`config.mk`:
```
export PLATFORM = sky130hd
export DESIGN_NAME = norm_round
export DESIGN_NICKNAME = d
export VERILOG_FILES = /design/src/rtl/norm_pkg.sv /design/src/rtl/norm_round_core.sv /design/src/rtl/norm_round.sv
export SDC_FILE = /design/constraint.sdc
export NUM_CORES = 1
export LEC_CHECK = 0
export CORE_UTILIZATION = 50
export CTS_CLUSTER_DIAMETER = 50
export CTS_CLUSTER_SIZE = 30
export DETAILED_ROUTE_END_ITERATION = 10
export PLACE_DENSITY = 0.86
export RECOVER_POWER = 50
export SYNTH_ARGS = -nofsm -noshare
export SYNTH_HDL_FRONTEND = slang
export SYNTH_SLANG_ARGS = --single-unit
```
`constraint.sdc`:
```
create_clock -name clk -period 3.61 [get_ports clk]
set_input_delay 0.9025 -clock clk [delete_from_list [all_inputs] [get_ports clk]]
set_output_delay 0.9025 -clock clk [all_outputs]
set_load 0.01 [all_outputs]
```
`src/rtl/norm_pkg.sv`:
```
// Shared widths, rounding-mode codes and result layout for the norm_round stage.
// norm_res_t describes the default configuration; the modules build the same layout at their own widths.
package norm_pkg;

    localparam logic [1:0] RNE = 2'd0;
    localparam logic [1:0] RTZ = 2'd1;

    function automatic int exp_w(input int data_w);
        return $clog2(data_w) + 1;
    endfunction

    function automatic int sh_w(input int data_w);
        return $clog2(data_w) + 1;
    endfunction

    function automatic int res_w(input int data_w, input int mant_w);
        return 2 + exp_w(data_w) + mant_w;
    endfunction

    localparam int NR_DATA_W = 8;
    localparam int NR_MANT_W = 4;
    localparam int NR_EXP_W  = exp_w(NR_DATA_W);

    typedef struct packed {
        logic                 zero;
        logic                 inexact;
        logic [NR_EXP_W-1:0]  exp;
        logic [NR_MANT_W-1:0] mant;
    } norm_res_t;

endpackage

```
`src/rtl/norm_round_core.sv`:
```
// Combinational round-to-nearest-even and exponent recovery for one normalized vector.
// Output is packed {zero, inexact, exp, mant}, identical in layout to norm_res_t.
module norm_round_core
    import norm_pkg::*;
#(
    parameter int          DATA_W   = NR_DATA_W,
    parameter int          MANT_W   = NR_MANT_W,
    parameter logic [1:0]  RND_MODE = RNE,
    localparam int         SH_W     = sh_w(DATA_W),
    localparam int         EXP_W    = exp_w(DATA_W),
    localparam int         RES_W    = res_w(DATA_W, MANT_W)
) (
    input  logic [DATA_W-1:0] vec,
    input  logic [SH_W-1:0]   shift,
    output logic [RES_W-1:0]  res
);

    typedef struct packed {
        logic              zero;
        logic              inexact;
        logic [EXP_W-1:0]  exp;
        logic [MANT_W-1:0] mant;
    } res_t;

    res_t              r;
    logic [MANT_W-1:0] kept;
    logic              guard;
    logic              sticky;
    logic              up;
    logic [EXP_W-1:0]  exp_pre;

    assign kept    = vec[DATA_W-1 -: MANT_W];
    assign guard   = vec[DATA_W-1-MANT_W];
    assign sticky  = |vec[DATA_W-2-MANT_W:0];
    assign up      = (RND_MODE == RNE) && guard && (sticky || kept[0]);
    assign exp_pre = EXP_W'(DATA_W - 1) - shift;

    always_comb begin
        r = '0;
        if (vec == '0) begin
            r.zero = 1'b1;
        end else begin
            r.inexact = guard || sticky;
            // Rounding an all-ones mantissa carries out: renormalize to 1.00..0 and bump the exponent.
            if (up && (&kept)) begin
                r.mant = {1'b1, {(MANT_W-1){1'b0}}};
                r.exp  = exp_pre + EXP_W'(1);
            end else begin
                r.mant = kept + MANT_W'(up);
                r.exp  = exp_pre;
            end
        end
    end

    assign res = r;

endmodule

```
`src/rtl/norm_round.sv`:
```
// Two-stage registered rounding/packing stage behind the leading-zero normalizer.
// S1 holds the raw vector/shift, S2 holds the rounded result; handshake has no skid buffer.
module norm_round
    import norm_pkg::*;
#(
    parameter int  DATA_W = NR_DATA_W,
    parameter int  MANT_W = NR_MANT_W,
    localparam int SH_W   = sh_w(DATA_W),
    localparam int EXP_W  = exp_w(DATA_W)
) (
    input  logic              clk,
    input  logic              rst_n,
    input  logic              in_valid,
    output logic              in_ready,
    input  logic [DATA_W-1:0] in_vec,
    input  logic [SH_W-1:0]   in_shift,
    output logic              out_valid,
    input  logic              out_ready,
    output logic [MANT_W-1:0] out_mant,
    output logic [EXP_W-1:0]  out_exp,
    output logic              out_zero,
    output logic              out_inexact
);

    localparam int STAGES = 2;
    localparam int RES_W  = res_w(DATA_W, MANT_W);

    typedef struct packed {
        logic              zero;
        logic              inexact;
        logic [EXP_W-1:0]  exp;
        logic [MANT_W-1:0] mant;
    } res_t;

    logic [STAGES:1]   vld_pipe;
    logic [DATA_W-1:0] s1_vec;
    logic [SH_W-1:0]   s1_shift;
    logic [RES_W-1:0]  core_res;
    res_t              out_q;
    logic              out_free;

    // S2 can take a new result when empty or when its current result leaves this cycle.
    assign out_free = !vld_pipe[2] || out_ready;
    assign in_ready = !vld_pipe[1] || out_free;

    norm_round_core #(
        .DATA_W   (DATA_W),
        .MANT_W   (MANT_W),
        .RND_MODE (RNE)
    ) u_core (
        .vec   (s1_vec),
        .shift (s1_shift),
        .res   (core_res)
    );

    always_ff @(posedge clk or negedge rst_n) begin
        if (!rst_n) begin
            vld_pipe <= '0;
            s1_vec   <= '0;
            s1_shift <= '0;
            out_q    <= '0;
        end else begin
            if (in_ready) begin
                vld_pipe[1] <= in_valid;
                if (in_valid) begin
                    s1_vec   <= in_vec;
                    s1_shift <= in_shift;
                end
            end
            if (out_free) begin
                vld_pipe[2] <= vld_pipe[1];
                if (vld_pipe[1])
                    out_q <= core_res;
            end
        end
    end

    assign out_valid   = vld_pipe[2];
    assign out_mant    = out_q.mant;
    assign out_exp     = out_q.exp;
    assign out_zero    = out_q.zero;
    assign out_inexact = out_q.inexact;

endmodule

```
# [Word level (Yosys, flattened, before mapping)]
# Index checks and enable logic that the tools add are counted.
[word_totals] ff_bits=24 wordCells=27
[op_classes] n_addsub=3 mux=3 reduce_logical=13
[ops] cell="$mux W9" n=1
[ops] cell="$logic_not A8 Y1" n=1
[ops] cell="$mux W8" n=1
[ops] cell="$add A4 B1 Y4" n=1
[ops] cell="$add A4 B1 Y4 const B" n=1
[ops] cell="$logic_or A1 B1 Y1" n=4
[ops] cell="$reduce_and A2 Y1" n=2
[ops] cell="$reduce_and A4 Y1" n=1
[ops] cell="$sub A3 B4 Y4 const A" n=1
[ops] cell="$reduce_or A3 Y1" n=1
[ops] cell="$logic_and A1 B1 Y1" n=2
[ops] cell="$logic_not A1 Y1" n=2
[ops] cell="$mux W1" n=1

# [Depth between registers and ports, before layout]
# Gate-level depths: netlist of the first run.
[depth] word_depth=6 mapped_depth=5 depth_no_buf=5

# [Cells and area by module]
# A second synthesis of the first run with hierarchy kept.
[hier_totals] cells_unflattened=84 area_unflattened_um2=1172.4
[by_module_without_submodules] mod="norm_round" instances=1 cells_per_inst=53 area_per_inst_um2=957.2 seq_area_each_um2=600.6
[by_module_without_submodules] mod="norm_round_core" instances=1 cells_per_inst=31 area_per_inst_um2=215.2 seq_area_each_um2=0.0

# [Least setup slack after synthesis of the first run]
# OpenSTA, ideal clock, no wires.
[synth_path] kind="input -> output" startpoint="input port out_ready" endpoint="output port in_ready" arrival_time_ns=1.107 slack_ns=1.601 stages=2 n_path_buf=0 cell_sequence="inv_1 nand3_1"
[synth_between] elab_chain_cells=2
[synth_rtl] element="start: declaration" line="norm_round.sv:18" text="input logic out_ready,"
[synth_rtl] element="$logic_or A1 B1 Y1" line="norm_round.sv:43" text="assign out_free = !vld_pipe[2] || out_ready;"
[synth_rtl] element="$logic_or A1 B1 Y1" line="norm_round.sv:44" text="assign in_ready = !vld_pipe[1] || out_free;"
[synth_rtl] element="end: declaration" line="norm_round.sv:14" text="output logic in_ready,"
# Every way passes these cells.

# [Worst setup path after layout of the first run]
# Ends and elaborated chain as after synthesis.

==> results of run 1 <==
-- cell type report --
class	count	area share [%]
sequential	24	43.3
clock buffer	3	1.62
tap	27	2.44
timing repair buffer	27	19.5
multi-input combinational	60	32.0
inverter	4	1.08
-- path summary, 6_finish.rpt --
kind / start / to / slack (ns) / depth (start not counted)
worst min register to register: out_inexact$_DFFE_PN0P_ / out_inexact$_DFFE_PN0P_ / 0.49 / 2
worst max register to register: s1_vec[3]$_DFFE_PN0P_ / out_mant[2]$_DFFE_PN0P_ / 2.09 / 4
max in group asynchronous: rst_n / out_mant[0]$_DFFE_PN0P_ / 1.77 / 1
min in group asynchronous: rst_n / s1_vec[5]$_DFFE_PN0P_ / 1.21 / 1
worst min-delay path: out_inexact$_DFFE_PN0P_ / out_inexact$_DFFE_PN0P_ / 0.49 / 2
worst max-delay path: out_ready / in_ready / 0.54 / 4
-- logic make-up (layout without fill, tap and decap cells) --
family / after synthesis / in the layout / share of synthesized area (%)
xor+xnor: 3 / 3 / 2.41
flops: 24 / 24 / 55.1
fa+ha+maj: 2 / 2 / 2.30
simple gates: 22 / 22 / 11.4
compound gates: 20 / 20 / 11.6
buf+inv: 7 / 34 / 3.79
mux: 13 / 13 / 13.4
-- flip-flops by register name, indices dropped and copies added, names as in the netlist --
register,flops
s1_vec,8
out_exp,4
out_mant,4
s1_shift,4
vld_pipe,2
out_inexact,1
out_zero,1
-- cell usage after synthesis --
master / number
a21boi_1: 1
inv_1: 4
nand4_1: 1
a21oi_1: 5
buf_4: 2
o21a_1: 1
o21ai_0: 6
nor2_1: 1
and4_1: 1
dfrtp_1: 24
nand2b_1: 2
a221o_2: 1
o21ai_1: 1
nor3_1: 1
nor4_2: 2
ha_1: 2
buf_6: 1
a21oi_2: 1
mux2_2: 13
xor2_1: 2
a22o_1: 2
a31oi_1: 1
o31ai_1: 1
nand2_1: 9
xnor2_1: 1
nand3_1: 3
and2_2: 1
and3_1: 1
-- metrics by stage --
| stage | area (um^2) | cells |
|---|---|---|
| 2_1_floorplan | 1090 | 91 |
| 3_3_place_gp | 1370 | 142 |
| 3_5_place_dp | 1370 | 142 |
| 4_1_cts | 1390 | 145 |
| 5_1_grt | 1390 | 145 |
| 6_report | 1390 | 145 |
-- cell usage in the layout, fill, tap and decap left out, types with 3 or more instances in the layout --
| cell type | count |
|---|---|
| inv_1 | 4 |
| clkdlybuf4s50_1 | 25 |
| a21oi_1 | 6 |
| o21ai_0 | 6 |
| nand3_1 | 3 |
| mux2_2 | 13 |
| clkbuf_4 | 3 |
| dfrtp_1 | 24 |
| nand2_1 | 9 |
-- worst max-delay path, cell delays in order --
cell and delay, ns:
dlygate4sd3_1 0.54, inv_1 0.07, nand3_1 0.11, clkdlybuf4s50_1 0.55
-- routing by layer --
| layer | track usage, % | vias up | part of all wire, % |
|---|---|---|---|
| met1 | 22.9 | 383 | 45 |
| li1 | - | 377 | - |
| met3 | 2.83 | 11 | 3.6 |
| met5 | 0 | - | 0 |
| met4 | 8.82 | 0 | 3.2 |
| met2 | 32.6 | 29 | 48 |
-- power breakdown --
part	internal (W)	switching (W)	total [W]
Clock	0.0000390	0.0000735	0.000113
Sequential	0.000318	0.0000434	0.000361
Combinational	0.000113	0.0000739	0.000187
==> results.sh, run 1 <==
export IMPL_finalSetupViolations=0
export IMPL_critPathArrivalTime_ns=2.17
export IMPL_ir_drop_mv=0.295
export IMPL_area_growth_pct=27.2
export IMPL_setup_tns_ns=0
export IMPL_cts_max_path_buffers=2
export IMPL_die_w_um=48.7
export IMPL_multi_input_comb_area_um2=444
export IMPL_start_kind="input port"
export IMPL_drive_above_1_share_pct=16.9
export IMPL_hold_buffers=0
export IMPL_min_period_ns=3.07
export IMPL_numCtsBuffers=3
export IMPL_postLayoutCoreUtil_pct=69.3
export IMPL_cp_max_fo=3
export IMPL_routedWlPerCell_um=13.6
export IMPL_post_cts_buffers=0
export IMPL_place_congestion=0.720
export IMPL_cts_tree="done"
export IMPL_slew_viol_final=0
export IMPL_worstMarginPinSlew_ns=1.04
export IMPL_row_count=16
export IMPL_clock_latency_ns=0.31
export IMPL_crit_type="in -> out"
export IMPL_fin_crit_sh_pct=85.1
export IMPL_ant_nets=0
export IMPL_dr_pass1_iters=4
export IMPL_ys_warn_count=0
export IMPL_root_buffer="clkbuf_4"
export IMPL_grt_antenna_before_repair=0
export IMPL_grt_pass1_vias=786
export IMPL_synth_area_um2=1090
export IMPL_rsz0062_at_grt="false"
export IMPL_syn_num_nets=109
export IMPL_die_area_um2=2370
export IMPL_critPathCaptureType="primary output"
export IMPL_first_iter_violations=10
export IMPL_ys_ff_latch=24
export IMPL_synth_top_area_cell="dfrtp_1"
export IMPL_clk_pin_slew_ns=0.11
export IMPL_cp_required_ns=2.71
export IMPL_via_per_inst=5.52
export IMPL_grt_pass1_wl_um=3440
export IMPL_relSlewSlack_pct=30.5
export IMPL_timing_hold_ws_ns=0.493
export IMPL_track_usage_pct=18.8
export IMPL_routed_wl_um=1980
export IMPL_yosysSeqAreaShare_pct=55.1
export IMPL_syn_inst=91
export IMPL_hold_viol_final=0
export IMPL_overflow=0
export IMPL_n_fill_cell=154
export IMPL_place_worst_setup_slack_ns=0.619
export IMPL_vias=800
export IMPL_cellLeakagePower_nw=0.590
export IMPL_avgSynthCellArea_um2=12.0
export IMPL_initial_core_util_pct=54.4
export IMPL_cts_sinks=24
export IMPL_synth_cell_type_count=28
export IMPL_grt_max_degree=25
export IMPL_ios=28
export IMPL_synth_area_leaders="dfrtp_1 55%, mux2_2 13%, nand2_1 3.1%"
export IMPL_core_area_um2=2000
export IMPL_skew_ns=0.00829
export IMPL_maxCapViolations=0
export IMPL_io_buffer_count=27
export IMPL_power_density_nw_per_um2=476
export IMPL_diodes=0
export IMPL_status="finished, final reports clean"
export IMPL_dpl_hpwl_um=1430
export IMPL_power_w=0.000660
export IMPL_cts_resized=0
export IMPL_max_clock_freq_mhz=326
export IMPL_synth_top_area_share_pct=55.1
export IMPL_seq_area_um2=601
export IMPL_die_h_um=48.7
export IMPL_htreeDepth=1
export IMPL_holdCritPathClass="reg -> reg"
export IMPL_setup_ws_ns=0.539
export IMPL_drc=0
export IMPL_final_nets=138
Power figures use the tool's default switching activity.
==> run 2: changes to the inputs <==
Settings changed: GPL_ROUTABILITY_DRIVEN from default to 0.
==> results of run 2 <==
No change in the layout: final DEF, timing and power equal those of run 1.
==> run 3: changes to the inputs <==
Settings changed: RECOVER_POWER 50 to default.
==> run 3 against run 2 <==
  * Fmax up 2.4%
  * Die area did not move
  * Register-to-register slack gained 0.03 ns
  * Global-route usage unchanged
  * Hold slack hardly changed
  * Sequential power barely moved
  * Clock power barely moved
  * Sequential cell count stayed put
==> results.sh, run 3 (synthesis gave the netlist of run 1 again) <==
export IMPL_critPathCaptureType="primary output"
export IMPL_fin_crit_sh_pct=83.1
export IMPL_io_buffer_count=27
export IMPL_top_register="s1_vec"
export IMPL_min_period_ns=3.00
export IMPL_cp_required_ns=2.71
export IMPL_vias=787
export IMPL_skew_ns=0.00809
export IMPL_initial_core_util_pct=54.4
export IMPL_start_kind="input port"
export IMPL_reg2reg_from="s1_vec[3]$_DFFE_PN0P_"
export IMPL_cts_resized=0
export IMPL_cp_startpoint="out_ready"
export IMPL_ios=28
export IMPL_holdCritPathClass="reg -> reg"
export IMPL_die_w_um=48.7
export IMPL_htreeDepth=1
export IMPL_slew_viol_final=0
export IMPL_place_worst_setup_slack_ns=0.619
export IMPL_timing_hold_ws_ns=0.493
export IMPL_crit_type="in -> out"
export IMPL_grt_pass1_wl_um=3440
export IMPL_routedWlPerCell_um=13.6
export IMPL_status="finished, final reports clean"
export IMPL_multi_input_comb_area_um2=448
export IMPL_power_density_nw_per_um2=476
export IMPL_drive_above_1_share_pct=17.8
export IMPL_grt_max_degree=25
export IMPL_hold_buffers=0
export IMPL_dpl_hpwl_um=1430
export IMPL_cts_tree="done"
export IMPL_clock_latency_ns=0.31
export IMPL_ant_nets=0
export IMPL_clk_pin_slew_ns=0.11
export IMPL_area_growth_pct=27.6
export IMPL_setup_tns_ns=0
export IMPL_numCtsBuffers=3
export IMPL_n_fill_cell=152
export IMPL_track_usage_pct=18.8
export IMPL_r2r_slack_ns=2.12
export IMPL_grt_pass1_vias=786
export IMPL_finalSetupViolations=0
export IMPL_final_cell_mix="27 x clkdlybuf4s50_1, 24 x dfrtp_1, 13 x mux2_2"
export IMPL_rsz0062_at_grt="false"
export IMPL_hold_viol_final=0
export IMPL_cts_sinks=24
export IMPL_post_cts_buffers=0
export IMPL_grt_antenna_before_repair=0
export IMPL_mostFrequentLayoutCell="clkdlybuf4s50_1"
export IMPL_die_h_um=48.7
export IMPL_rr_worst_depth=4
export IMPL_root_buffer="clkbuf_4"
export IMPL_largest_register_ffs=8
export IMPL_drc=0
export IMPL_cts_max_path_buffers=2
export IMPL_cellLeakagePower_nw=0.590
export IMPL_critPathArrivalTime_ns=2.10
export IMPL_routed_wl_um=1980
export IMPL_crit_path_end="in_ready"
export IMPL_cp_max_fo=3
export IMPL_die_area_um2=2370
export IMPL_rr_endpoint="out_mant[2]$_DFFE_PN0P_"
export IMPL_final_nets=138
export IMPL_worstMarginPinSlew_ns=1.03
export IMPL_relSlewSlack_pct=31.1
export IMPL_diodes=0
export IMPL_seq_area_um2=601
export IMPL_via_per_inst=5.43
export IMPL_maxCapViolations=0
export IMPL_max_clock_freq_mhz=333
export IMPL_dr_pass1_iters=4
export IMPL_overflow=0
export IMPL_setup_ws_ns=0.611
export IMPL_core_area_um2=2000
export IMPL_postLayoutCoreUtil_pct=69.4
export IMPL_first_iter_violations=11
export IMPL_row_count=16
export IMPL_ir_drop_mv=0.296
run 3: cell types whose count changed in the layout (fill, tap and decap cells not counted), sizes merged:
cell	before	now
dlygate4sd3	2	0
clkdlybuf4s50	25	27
run 3: layout make-up:
class / instances / share of cell area, %
multi-input combinational: 60 / 32.2
clock buffer: 3 / 1.62
timing repair buffer: 27 / 19.4
inverter: 4 / 1.08
sequential: 24 / 43.2
tap: 27 / 2.43
run 3: metal layers:
layer | vias to the layer above | GRT usage, % | routed length (um)
li1 | 378 | - | -
met1 | 376 | 22.9 | 898
met2 | 26 | 32.6 | 960
met3 | 7 | 2.83 | 71
met4 | 0 | 8.82 | 48
met5 | - | 0 | 0
run 3: worst max-delay path: stages:
cell and delay (ns):
clkdlybuf4s50_1 0.47, inv_1 0.07, nand3_1 0.11, clkdlybuf4s50_1 0.55
run 3: through the flow:
| step | power, W | instance area, um^2 | cells |
|---|---|---|---|
| floorplan | 0.000457 | 1090 | 91 |
| global placement | 0.000545 | 1370 | 142 |
| detailed placement | 0.000553 | 1370 | 142 |
| CTS | 0.000667 | 1390 | 145 |
| global route | 0.000701 | 1390 | 145 |
| finish | 0.000662 | 1390 | 145 |
run 3: power breakdown:
group	internal (W)	total, W	leakage [nW]	switching, W
Sequential	0.000318	0.000361	0.282	0.0000435
Clock	0.0000391	0.000113	0.0138	0.0000738
Combinational	0.000114	0.000188	0.294	0.0000745
run 3: worst min path at each step:
stage / end / cells after the start / startpoint / slack (ns)
global placement: out_mant[3]$_DFFE_PN0P_ / 2 / out_mant[3]$_DFFE_PN0P_ / 0.47
floorplan: vld_pipe[2]$_DFFE_PN0P_ / 2 / vld_pipe[1]$_DFFE_PN0N_ / 0.50
global route: out_inexact$_DFFE_PN0P_ / 2 / out_inexact$_DFFE_PN0P_ / 0.53
CTS: out_inexact$_DFFE_PN0P_ / 2 / out_inexact$_DFFE_PN0P_ / 0.51
detailed placement: out_zero$_DFFE_PN0P_ / 1 / out_zero$_DFFE_PN0P_ / 0.48
finish: out_inexact$_DFFE_PN0P_ / 2 / out_inexact$_DFFE_PN0P_ / 0.49
